**src/rtl/sa_ctrl_if.sv**
```systemverilog
// Requester, response and serial-adder signal bundle for sa_ctrl.
// slave: the controller side; master: requesters, consumer and adder.
interface sa_ctrl_if;
    logic       req0_valid;
    logic [1:0] req0_a;
    logic [1:0] req0_b;
    logic       req0_ready;
    logic       req1_valid;
    logic [1:0] req1_a;
    logic [1:0] req1_b;
    logic       req1_ready;
    logic       resp_valid;
    logic       resp_ready;
    logic       resp_id;
    logic [2:0] resp_sum;
    logic       resp_err;
    logic       sa_en_i;
    logic       sa_ina;
    logic       sa_inb;
    logic       sa_out;
    logic       sa_en_o;
    logic       busy;

    modport slave (
        input  req0_valid, req0_a, req0_b,
        input  req1_valid, req1_a, req1_b,
        input  resp_ready, sa_out, sa_en_o,
        output req0_ready, req1_ready,
        output resp_valid, resp_id, resp_sum, resp_err,
        output sa_en_i, sa_ina, sa_inb, busy
    );

    modport master (
        output req0_valid, req0_a, req0_b,
        output req1_valid, req1_a, req1_b,
        output resp_ready, sa_out, sa_en_o,
        input  req0_ready, req1_ready,
        input  resp_valid, resp_id, resp_sum, resp_err,
        input  sa_en_i, sa_ina, sa_inb, busy
    );
endinterface

```
**src/rtl/sa_ctrl.sv**
```systemverilog
// Two-requester front end for a bit-serial 2-bit adder: arbitrates,
// serialises operands LSB first, collects the MSB-first sum, responds.
module sa_ctrl #(
    parameter int TIMEOUT = 8
) (
    input  logic      clk,
    input  logic      rst,
    sa_ctrl_if.slave  bus
);

    typedef enum logic [2:0] {
        S_IDLE,
        S_SEND0,
        S_SEND1,
        S_WAIT,
        S_RECV,
        S_RESP
    } state_t;

    localparam logic [3:0] WAIT_LAST = 4'(TIMEOUT - 1);
    localparam logic [3:0] RECV_LAST = 4'd2;

    state_t     state_q, state_d;
    logic       ptr_q, ptr_d;
    logic       id_q, id_d;
    logic [1:0] a_q, a_d;
    logic [1:0] b_q, b_d;
    logic [3:0] cnt_q, cnt_d;
    logic [2:0] res_q, res_d;
    logic       en_prev_q, en_prev_d;
    logic       sa_en_i_q, sa_en_i_d;
    logic       sa_ina_q, sa_ina_d;
    logic       sa_inb_q, sa_inb_d;
    logic       resp_valid_q, resp_valid_d;
    logic       resp_id_q, resp_id_d;
    logic [2:0] resp_sum_q, resp_sum_d;
    logic       resp_err_q, resp_err_d;
    logic       busy_q, busy_d;

    logic       can_grant;
    logic       win1;
    logic       gnt0;
    logic       gnt1;
    logic       en_rise;

    // ptr_q holds the last granted requester; the other one wins a tie
    always_comb begin
        can_grant = (state_q == S_IDLE) && !resp_valid_q && !rst;
        win1      = bus.req1_valid && (!bus.req0_valid || !ptr_q);
        gnt0      = can_grant && bus.req0_valid && !win1;
        gnt1      = can_grant && win1;
        en_rise   = bus.sa_en_o && !en_prev_q;
    end

    always_comb begin
        state_d      = state_q;
        ptr_d        = ptr_q;
        id_d         = id_q;
        a_d          = a_q;
        b_d          = b_q;
        cnt_d        = cnt_q;
        res_d        = res_q;
        en_prev_d    = bus.sa_en_o;
        sa_en_i_d    = 1'b0;
        sa_ina_d     = 1'b0;
        sa_inb_d     = 1'b0;
        resp_valid_d = resp_valid_q;
        resp_id_d    = resp_id_q;
        resp_sum_d   = resp_sum_q;
        resp_err_d   = resp_err_q;

        unique case (state_q)
            S_IDLE: begin
                if (gnt0 || gnt1) begin
                    id_d      = gnt1;
                    ptr_d     = gnt1;
                    a_d       = gnt1 ? bus.req1_a : bus.req0_a;
                    b_d       = gnt1 ? bus.req1_b : bus.req0_b;
                    sa_en_i_d = 1'b1;
                    sa_ina_d  = a_d[0];
                    sa_inb_d  = b_d[0];
                    state_d   = S_SEND0;
                end
            end
            S_SEND0: begin
                sa_en_i_d = 1'b1;
                sa_ina_d  = a_q[1];
                sa_inb_d  = b_q[1];
                state_d   = S_SEND1;
            end
            S_SEND1: begin
                // a level already high on WAIT entry must not count as a rise
                en_prev_d = 1'b1;
                cnt_d     = 4'd0;
                state_d   = S_WAIT;
            end
            S_WAIT: begin
                if (en_rise) begin
                    cnt_d   = 4'd0;
                    state_d = S_RECV;
                end else if (cnt_q == WAIT_LAST) begin
                    resp_valid_d = 1'b1;
                    resp_id_d    = id_q;
                    resp_sum_d   = 3'd0;
                    resp_err_d   = 1'b1;
                    state_d      = S_RESP;
                end else begin
                    cnt_d = cnt_q + 4'd1;
                end
            end
            S_RECV: begin
                res_d = {res_q[1:0], bus.sa_out};
                cnt_d = cnt_q + 4'd1;
                if (cnt_q == RECV_LAST) begin
                    resp_valid_d = 1'b1;
                    resp_id_d    = id_q;
                    resp_sum_d   = res_d;
                    resp_err_d   = 1'b0;
                    state_d      = S_RESP;
                end
            end
            S_RESP: begin
                if (bus.resp_ready) begin
                    resp_valid_d = 1'b0;
                    state_d      = S_IDLE;
                end
            end
            default: begin
                state_d = S_IDLE;
            end
        endcase

        busy_d = (state_d != S_IDLE);
    end

    always_ff @(posedge clk) begin
        if (rst) begin
            state_q      <= S_IDLE;
            ptr_q        <= 1'b1;
            id_q         <= 1'b0;
            a_q          <= 2'd0;
            b_q          <= 2'd0;
            cnt_q        <= 4'd0;
            res_q        <= 3'd0;
            en_prev_q    <= 1'b1;
            sa_en_i_q    <= 1'b0;
            sa_ina_q     <= 1'b0;
            sa_inb_q     <= 1'b0;
            resp_valid_q <= 1'b0;
            resp_id_q    <= 1'b0;
            resp_sum_q   <= 3'd0;
            resp_err_q   <= 1'b0;
            busy_q       <= 1'b0;
        end else begin
            state_q      <= state_d;
            ptr_q        <= ptr_d;
            id_q         <= id_d;
            a_q          <= a_d;
            b_q          <= b_d;
            cnt_q        <= cnt_d;
            res_q        <= res_d;
            en_prev_q    <= en_prev_d;
            sa_en_i_q    <= sa_en_i_d;
            sa_ina_q     <= sa_ina_d;
            sa_inb_q     <= sa_inb_d;
            resp_valid_q <= resp_valid_d;
            resp_id_q    <= resp_id_d;
            resp_sum_q   <= resp_sum_d;
            resp_err_q   <= resp_err_d;
            busy_q       <= busy_d;
        end
    end

    assign bus.req0_ready = gnt0;
    assign bus.req1_ready = gnt1;
    assign bus.resp_valid = resp_valid_q;
    assign bus.resp_id    = resp_id_q;
    assign bus.resp_sum   = resp_sum_q;
    assign bus.resp_err   = resp_err_q;
    assign bus.sa_en_i    = sa_en_i_q;
    assign bus.sa_ina     = sa_ina_q;
    assign bus.sa_inb     = sa_inb_q;
    assign bus.busy       = busy_q;

endmodule

```
**src/flat_wrapper.sv**
```systemverilog
// flat-port wrapper written by rule: the top's interface ports become plain ports
module sa_ctrl_flat 
#(
    parameter int TIMEOUT = 8
)
  (clk, rst, bus_req0_valid, bus_req0_a, bus_req0_b, bus_req1_valid, bus_req1_a, bus_req1_b, bus_resp_ready, bus_sa_out, bus_sa_en_o, bus_req0_ready, bus_req1_ready, bus_resp_valid, bus_resp_id, bus_resp_sum, bus_resp_err, bus_sa_en_i, bus_sa_ina, bus_sa_inb, bus_busy);
  sa_ctrl_if bus_i ();
  input  logic clk;
  input  logic rst;
  input wire logic [$bits(bus_i.req0_valid)-1:0] bus_req0_valid;
  input wire logic [$bits(bus_i.req0_a)-1:0] bus_req0_a;
  input wire logic [$bits(bus_i.req0_b)-1:0] bus_req0_b;
  input wire logic [$bits(bus_i.req1_valid)-1:0] bus_req1_valid;
  input wire logic [$bits(bus_i.req1_a)-1:0] bus_req1_a;
  input wire logic [$bits(bus_i.req1_b)-1:0] bus_req1_b;
  input wire logic [$bits(bus_i.resp_ready)-1:0] bus_resp_ready;
  input wire logic [$bits(bus_i.sa_out)-1:0] bus_sa_out;
  input wire logic [$bits(bus_i.sa_en_o)-1:0] bus_sa_en_o;
  output wire logic [$bits(bus_i.req0_ready)-1:0] bus_req0_ready;
  output wire logic [$bits(bus_i.req1_ready)-1:0] bus_req1_ready;
  output wire logic [$bits(bus_i.resp_valid)-1:0] bus_resp_valid;
  output wire logic [$bits(bus_i.resp_id)-1:0] bus_resp_id;
  output wire logic [$bits(bus_i.resp_sum)-1:0] bus_resp_sum;
  output wire logic [$bits(bus_i.resp_err)-1:0] bus_resp_err;
  output wire logic [$bits(bus_i.sa_en_i)-1:0] bus_sa_en_i;
  output wire logic [$bits(bus_i.sa_ina)-1:0] bus_sa_ina;
  output wire logic [$bits(bus_i.sa_inb)-1:0] bus_sa_inb;
  output wire logic [$bits(bus_i.busy)-1:0] bus_busy;
  assign bus_i.req0_valid = bus_req0_valid;
  assign bus_i.req0_a = bus_req0_a;
  assign bus_i.req0_b = bus_req0_b;
  assign bus_i.req1_valid = bus_req1_valid;
  assign bus_i.req1_a = bus_req1_a;
  assign bus_i.req1_b = bus_req1_b;
  assign bus_i.resp_ready = bus_resp_ready;
  assign bus_i.sa_out = bus_sa_out;
  assign bus_i.sa_en_o = bus_sa_en_o;
  assign bus_req0_ready = bus_i.req0_ready;
  assign bus_req1_ready = bus_i.req1_ready;
  assign bus_resp_valid = bus_i.resp_valid;
  assign bus_resp_id = bus_i.resp_id;
  assign bus_resp_sum = bus_i.resp_sum;
  assign bus_resp_err = bus_i.resp_err;
  assign bus_sa_en_i = bus_i.sa_en_i;
  assign bus_sa_ina = bus_i.sa_ina;
  assign bus_sa_inb = bus_i.sa_inb;
  assign bus_busy = bus_i.busy;
  sa_ctrl #(.TIMEOUT(TIMEOUT)) u_core (.clk(clk), .rst(rst), .bus(bus_i));
endmodule
```
**config.mk**
```make
export PLATFORM = sky130hd
export DESIGN_NAME = sa_ctrl_flat
export DESIGN_NICKNAME = d
export VERILOG_FILES = /design/src/rtl/sa_ctrl_if.sv /design/src/rtl/sa_ctrl.sv /design/src/flat_wrapper.sv
export SDC_FILE = /design/constraint.sdc
export NUM_CORES = 1
export LEC_CHECK = 0
export BUFFER_PORTS_ARGS = -buffer_cell sky130_fd_sc_hd__buf_2
export CORE_UTILIZATION = 35
export DETAILED_ROUTE_END_ITERATION = 7
export PLACE_DENSITY = 0.57
export SLEW_MARGIN = 10
export SYNTH_ARGS = -nofsm -noshare
export SYNTH_HDL_FRONTEND = slang
export SYNTH_SLANG_ARGS = --single-unit
export TNS_END_PERCENT = 1
```
**constraint.sdc**
```tcl
create_clock -name clk -period 2.2 [get_ports clk]
set_input_delay 0.11 -clock clk [delete_from_list [all_inputs] [get_ports clk]]
set_output_delay 0.11 -clock clk [all_outputs]
set_load 0.01 [all_outputs]
```
# Word-level counts from Yosys, hierarchy flattened
# Index checks and enable logic that the tools add are counted.
[totals]
regBits = 26
latch_bits = 0
ram_bits = 0
rom_bits = 0
in_bits = 15
output_inout_bits = 12
wordCells = 86
mem_count = 0
[op_classes]
add_sub_neg = 1
n_mul = 0
div_mod_pow = 0
magnitude_cmp = 0
eq_ne = 12
shift = 0
muxes = 32
n_bitwise = 0
reduce_logical = 25
[op_table]
columns = ["op", "count"]
rows = [
  ["$mux W3", 8],
  ["$pmux W3 S6", 1],
  ["$pmux W4 S3", 1],
  ["$mux W1", 11],
  ["$pmux W1 S2", 5],
  ["$reduce_bool A3 Y1", 3],
  ["$mux W4", 2],
  ["$logic_and A1 B1 Y1", 7],
  ["$eq A3 B2 Y1 const B", 2],
  ["$eq A3 B3 Y1 const B", 2],
  ["$logic_not A1 Y1", 6],
  ["$pmux W3 S2", 1],
  ["$reduce_and A5 Y1", 1],
  ["$add A4 B1 Y4 const B", 1],
  ["$eq A4 B2 Y1 const B", 1],
  ["$eq A4 B3 Y1 const B", 1],
  ["$mux W2", 2],
  ["$ne A2 B1 Y1 const B", 2],
  ["$ne A2 B2 Y1 const B", 2],
  ["$reduce_and A2 Y1", 2],
  ["$reduce_and A4 Y1", 1],
  ["$eq A3 B1 Y1 const B", 1],
  ["$logic_not A3 Y1", 1],
  ["$ne A3 B2 Y1 const B", 1],
  ["4 further kinds", 5],
]

# Logic depth before layout (Yosys ltp)
[logic_depth]
depth_word = 9
mapped_depth = 7

# Least setup slack after synthesis
# No wires, ideal clock.
[synth_timing]
path_kind = "reg2reg"
from = "reg u_core.cnt_q[0]"
to = "reg u_core.resp_id_q, in the netlist u_core.bus.resp_id"
arrival_time_ns = 1.540
t_required_ns = 2.131
path_slack_ns = 0.591
stages_incl_launch_ff = 8
period_less_slack_ns = 1.609
cell_sequence = "dfxtp_1 inv_1 ha_1 or3b_2 or2_0 clkbuf_1 and2_1 o21ai_1"
[synth_via]
elab_chain_cells = 3
word_cells_on_any_way = 5
cone_classes = "eq/ne (4); reduce/logical (1)"
[synth_lines]
columns = ["item", "line", "source"]
rows = [
  ["from (decl)", "sa_ctrl.sv:28", "logic [3:0] cnt_q, cnt_d;"],
  ["from (signal assigned)", "sa_ctrl.sv:160", "cnt_q <= cnt_d;"],
  ["$eq A4 B2 Y1 / $eq A4 B3 Y1 (equally long branches)", "sa_ctrl.sv:114, sa_ctrl.sv:101", ""],
  ["$ne A2 B1 Y1 (no source line)", "--", ""],
  ["$reduce_and A4 Y1 (no source line) (*)", "--", ""],
  ["to (signal assigned)", "sa_ctrl.sv:167", "resp_id_q <= resp_id_d;"],
  ["to (decl)", "sa_ctrl.sv:35", "logic resp_id_q, resp_id_d;"],
]
# Every way passes the cells marked *; elsewhere a longest branch is shown, timed or not.
# A chain may end at the register's enable or synchronous reset.

# Worst setup path after layout
[layout_timing]
from = "reg u_core.state_q[0]"
to = "out bus_req1_ready"
[layout_via]
elab_chain_cells = 4
[layout_lines]
columns = ["item", "line", "source"]
rows = [
  ["from (decl)", "sa_ctrl.sv:23", "state_t state_q, state_d;"],
  ["from (signal assigned)", "sa_ctrl.sv:155", "state_q <= state_d;"],
  ["$logic_not A3 Y1", "sa_ctrl.sv:48", "can_grant = (state_q == S_IDLE) && !resp_valid_q && !rst;"],
  ["$logic_and A1 B1 Y1 (2 in series)", "sa_ctrl.sv:48", ""],
  ["$logic_and A1 B1 Y1", "sa_ctrl.sv:51", "gnt1 = can_grant && win1;"],
  ["to (decl)", "flat_wrapper.sv:20", "output wire logic [$bits(bus_i.req1_ready)-1:0] bus_req1_ready;"],
]
# No other way between the ends.

==> results.md <==
- Status: finished clean
- Die area: between 3000 and 4000 um2
- Share of Yosys cell area claimed by the top area cell type: 42.2%
- CP Class: flip-flop to output pin
- Ys Warns: 0
- Via/cell ratio: 4.99
- Top delay family on crit path: simple AND/OR/NAND/NOR gates
- Leakage: between 0.5 and 0.6 nW
- Chip height: about 60 um
- # port buffers: 26
- VDD IR max: 0.000214 V
- R2R cell count: 4
- Drt first pass iters: 4
- Gr ovfl total: 0
- Clk buf depth: 2
- Clk root buf: clkbuf_4
- Final Hold Fails: 0
- Initial antenna violation count: 0
- Die X-Extent: a little under 60 um
- Pwr Density: around 640 nW/um2
- Fillers: 330
- Slew Limit Fails: 0
- Sw frac: a little over a quarter
- Crit start category: flip-flop
- Max_cap viols: 0
- Final net count: around 170
- Final setup margin: between 200 and 300 ps
- Vias in the first global route: approximately 910
- Logic pwr share: between 15 and 20%
- CP cell instances: nor4_1 > nand4b_1 > inv_1 > buf_2
- Post-cts gate resize count: 0
- Mux contribution to synthesized area: between 4 and 5%
- Critical path depth: 4
- Place WS: 422 ps
- Clk pin slew, worst setup/hold paths: roughly 130 ps
- Multi-input gate area in the final layout: ~610 um2
- Cell count after placement: slightly below 200
- Syn Area/Cell: between 8 and 9 um2
- Fmax: just over 0.5 GHz
- Commonest non-fill, non-tap cells in the layout: buf_2 (26), dfxtp_1 (24), nor2_1 (13)
- Mapped Cells: approximately 130
- Worst hold path stage count: 3
- Buf/Inv on CP: 2
- Num ports: 27
- Largest family of logic cells by synthesized area: simple AND/OR/NAND/NOR gates
- DRT iter0 DRCs: 37
- Crit path largest cell delay: about 450 ps
- Post-synthesis adder-cell area fraction: under 10%
- Setup TNS Final: 0 ps
- CTS Buf Count: 3
- Seq cells post-synth: 24
- Vias: approximately 980
- Reg area: between 400 and 500 um2
- Synth top area cells: dfxtp_1 (42%), a21oi_1 (5.3%), mux2i_1 (4.4%)
- Tightest Pin Transition: approximately 410 ps
- Unrepaired setup endpoints after global routing: no
- Layout cells sized above 1: between 20% and 30%
- Post-CTS Setup Bufs: 0
- Final instance count without filler cells: 197
- Final WL: between 2000 and 2500 um
- Wire per inst: between 10 and 15 um
- Syn_nets: ~150
- H-tree lvl count: 1
- Antenna viol nets, final: 0
- Critical path required time: between 2000 and 2500 ps
- Total track usage: between 10% and 20%
- Largest net degree at the start of global routing: 26
- Commonest non-fill, non-tap cell in the layout: buf_2
- Synth Cell Area: 1140 um2
- Core area: 3080 um2
- Starting Density: approximately 37%
- DPL Wire Length: 1770 um
- GP Congestion: roughly 0.81
- Seq/Total Area, Yosys: 42.2%
- Hold_buf cts: 0
- CTS sink count: 24
- Layout area overhead: 16.6%
- Synth Area in Compound Gates: about 18%
- CTS tree: built
- Rows: 20
- Xor/xnor share of the synthesized area: less than 1%
- Reg power frac: roughly 57%
- # diodes: 0
- Worst Skew: 1.30 ps
- Cell internal pwr: slightly above 600 uW
- Area leader, netlist: dfxtp_1
- # setup viols final: 0
- Total power: ~850 uW
- Critical path peak fanout: 13
- Skew-Pair Late Insertion Delay: approximately 320 ps
- Simple-Gate Fraction of Synth Area: 28.5%
- DRC: 0
- P_sw: between 200 and 250 uW
- First-pass GRT wire length: between 3000 and 4000 um
- Final Cycle Share: between 80 and 90%
- Slowest stage cell, crit path: dfxtp_1
- Max transition margin: 72.0%
- Clock share of power: 27.6%
- Synth cell types: 37
- Data arrival, critical path: 1810 ps
- Min-delay worst type: input port to flip-flop
- Worst Setup End Kind: output pin
- Min cycle time layout: roughly 1900 ps
==> sequential cells by signal (all words and copies together), names as in the netlist, 2 cells and up <==
signal / cells
u_core.bus.resp_sum: 3
u_core.state_q: 3
u_core.cnt_q: 4
u_core.res_q: 2
==> kinds of logic after synthesis <==
| kind of cell | Yosys count |
|---|---|
| simple gates | 56 |
| compound gates | 31 |
| flops | 24 |
| buf+inv | 10 |
| mux | 5 |
| fa+ha+maj | 2 |
| xor+xnor | 1 |
==> cell usage after synthesis, drive strengths merged <==
library cell	count
dfxtp	24
nand4	2
a21o	2
a221o	1
nand3b	3
and2	1
nand3	6
nand2b	5
o21ai	6
a211oi	3
clkbuf	3
nor2	13
nor3	1
ha	2
buf	3
o21ba	1
inv	4
mux2i	5
o22ai	1
a21oi	12
and3b	1
xnor2	1
a32oi	1
nor4	2
a2111oi	1
o21a	2
o31ai	1
nor2b	4
or3b	3
nand4b	3
or4	1
nand2	9
and3	1
or2	1
==> layout make-up <==
type / count / share of cell area, %
repair buffers: 26 / 9.81
inverters: 4 / 1.13
well taps: 44 / 4.15
clock buffers: 4 / 2.74
multi-input cells: 95 / 45.9
flip-flops and latches: 24 / 36.2
==> worst reg2reg max path, delay by kind of cell, from the launching register on <==
family             cells  cell delay, ps
AOI/OAI and AO/OA      1             120
DFF                    1             580
and+or+nand+nor        3            1040
==> metal layers <==
metal  GRT usage (%)  wire, um
met1            18.6      1130
met2            23.5      1020
met3            2.84        94
met4            7.14        47
met5               0         0
==> power by group through the flow <==
stage | combinational (mW) | sequential, mW | clock (mW)
final | 0.134 | 0.481 | 0.234
after global routing | 0.152 | 0.486 | 0.257
after CTS | 0.135 | 0.481 | 0.242
after detailed placement | 0.135 | 0.491 | 0
after global placement | 0.132 | 0.490 | 0
after floorplan | 0.0999 | 0.484 | 0
==> stage by stage <==
step | area, um2 | hold WS (ps) | utilization [%]
6_report | 1330 | 12.8 | 43.1
5_1_grt | 1330 | 19.8 | 43.1
4_1_cts | 1330 | 5.95 | 43.1
3_5_place_dp | 1290 | 344 | 41.9
3_3_place_gp | 1290 | 342 | 41.9
2_1_floorplan | 1140 | 213 | -
==> final timing paths <==
path                     start                  to  slack [ps]
min reg2reg        u_core.id_q         u_core.id_q         470
max          u_core.state_q[0]      bus_req1_ready         280
max reg2reg  u_core.state_q[2]  u_core.bus.resp_id         400
min                bus_sa_en_o    u_core.en_prev_q          10
(Power assumes the default switching activity.)
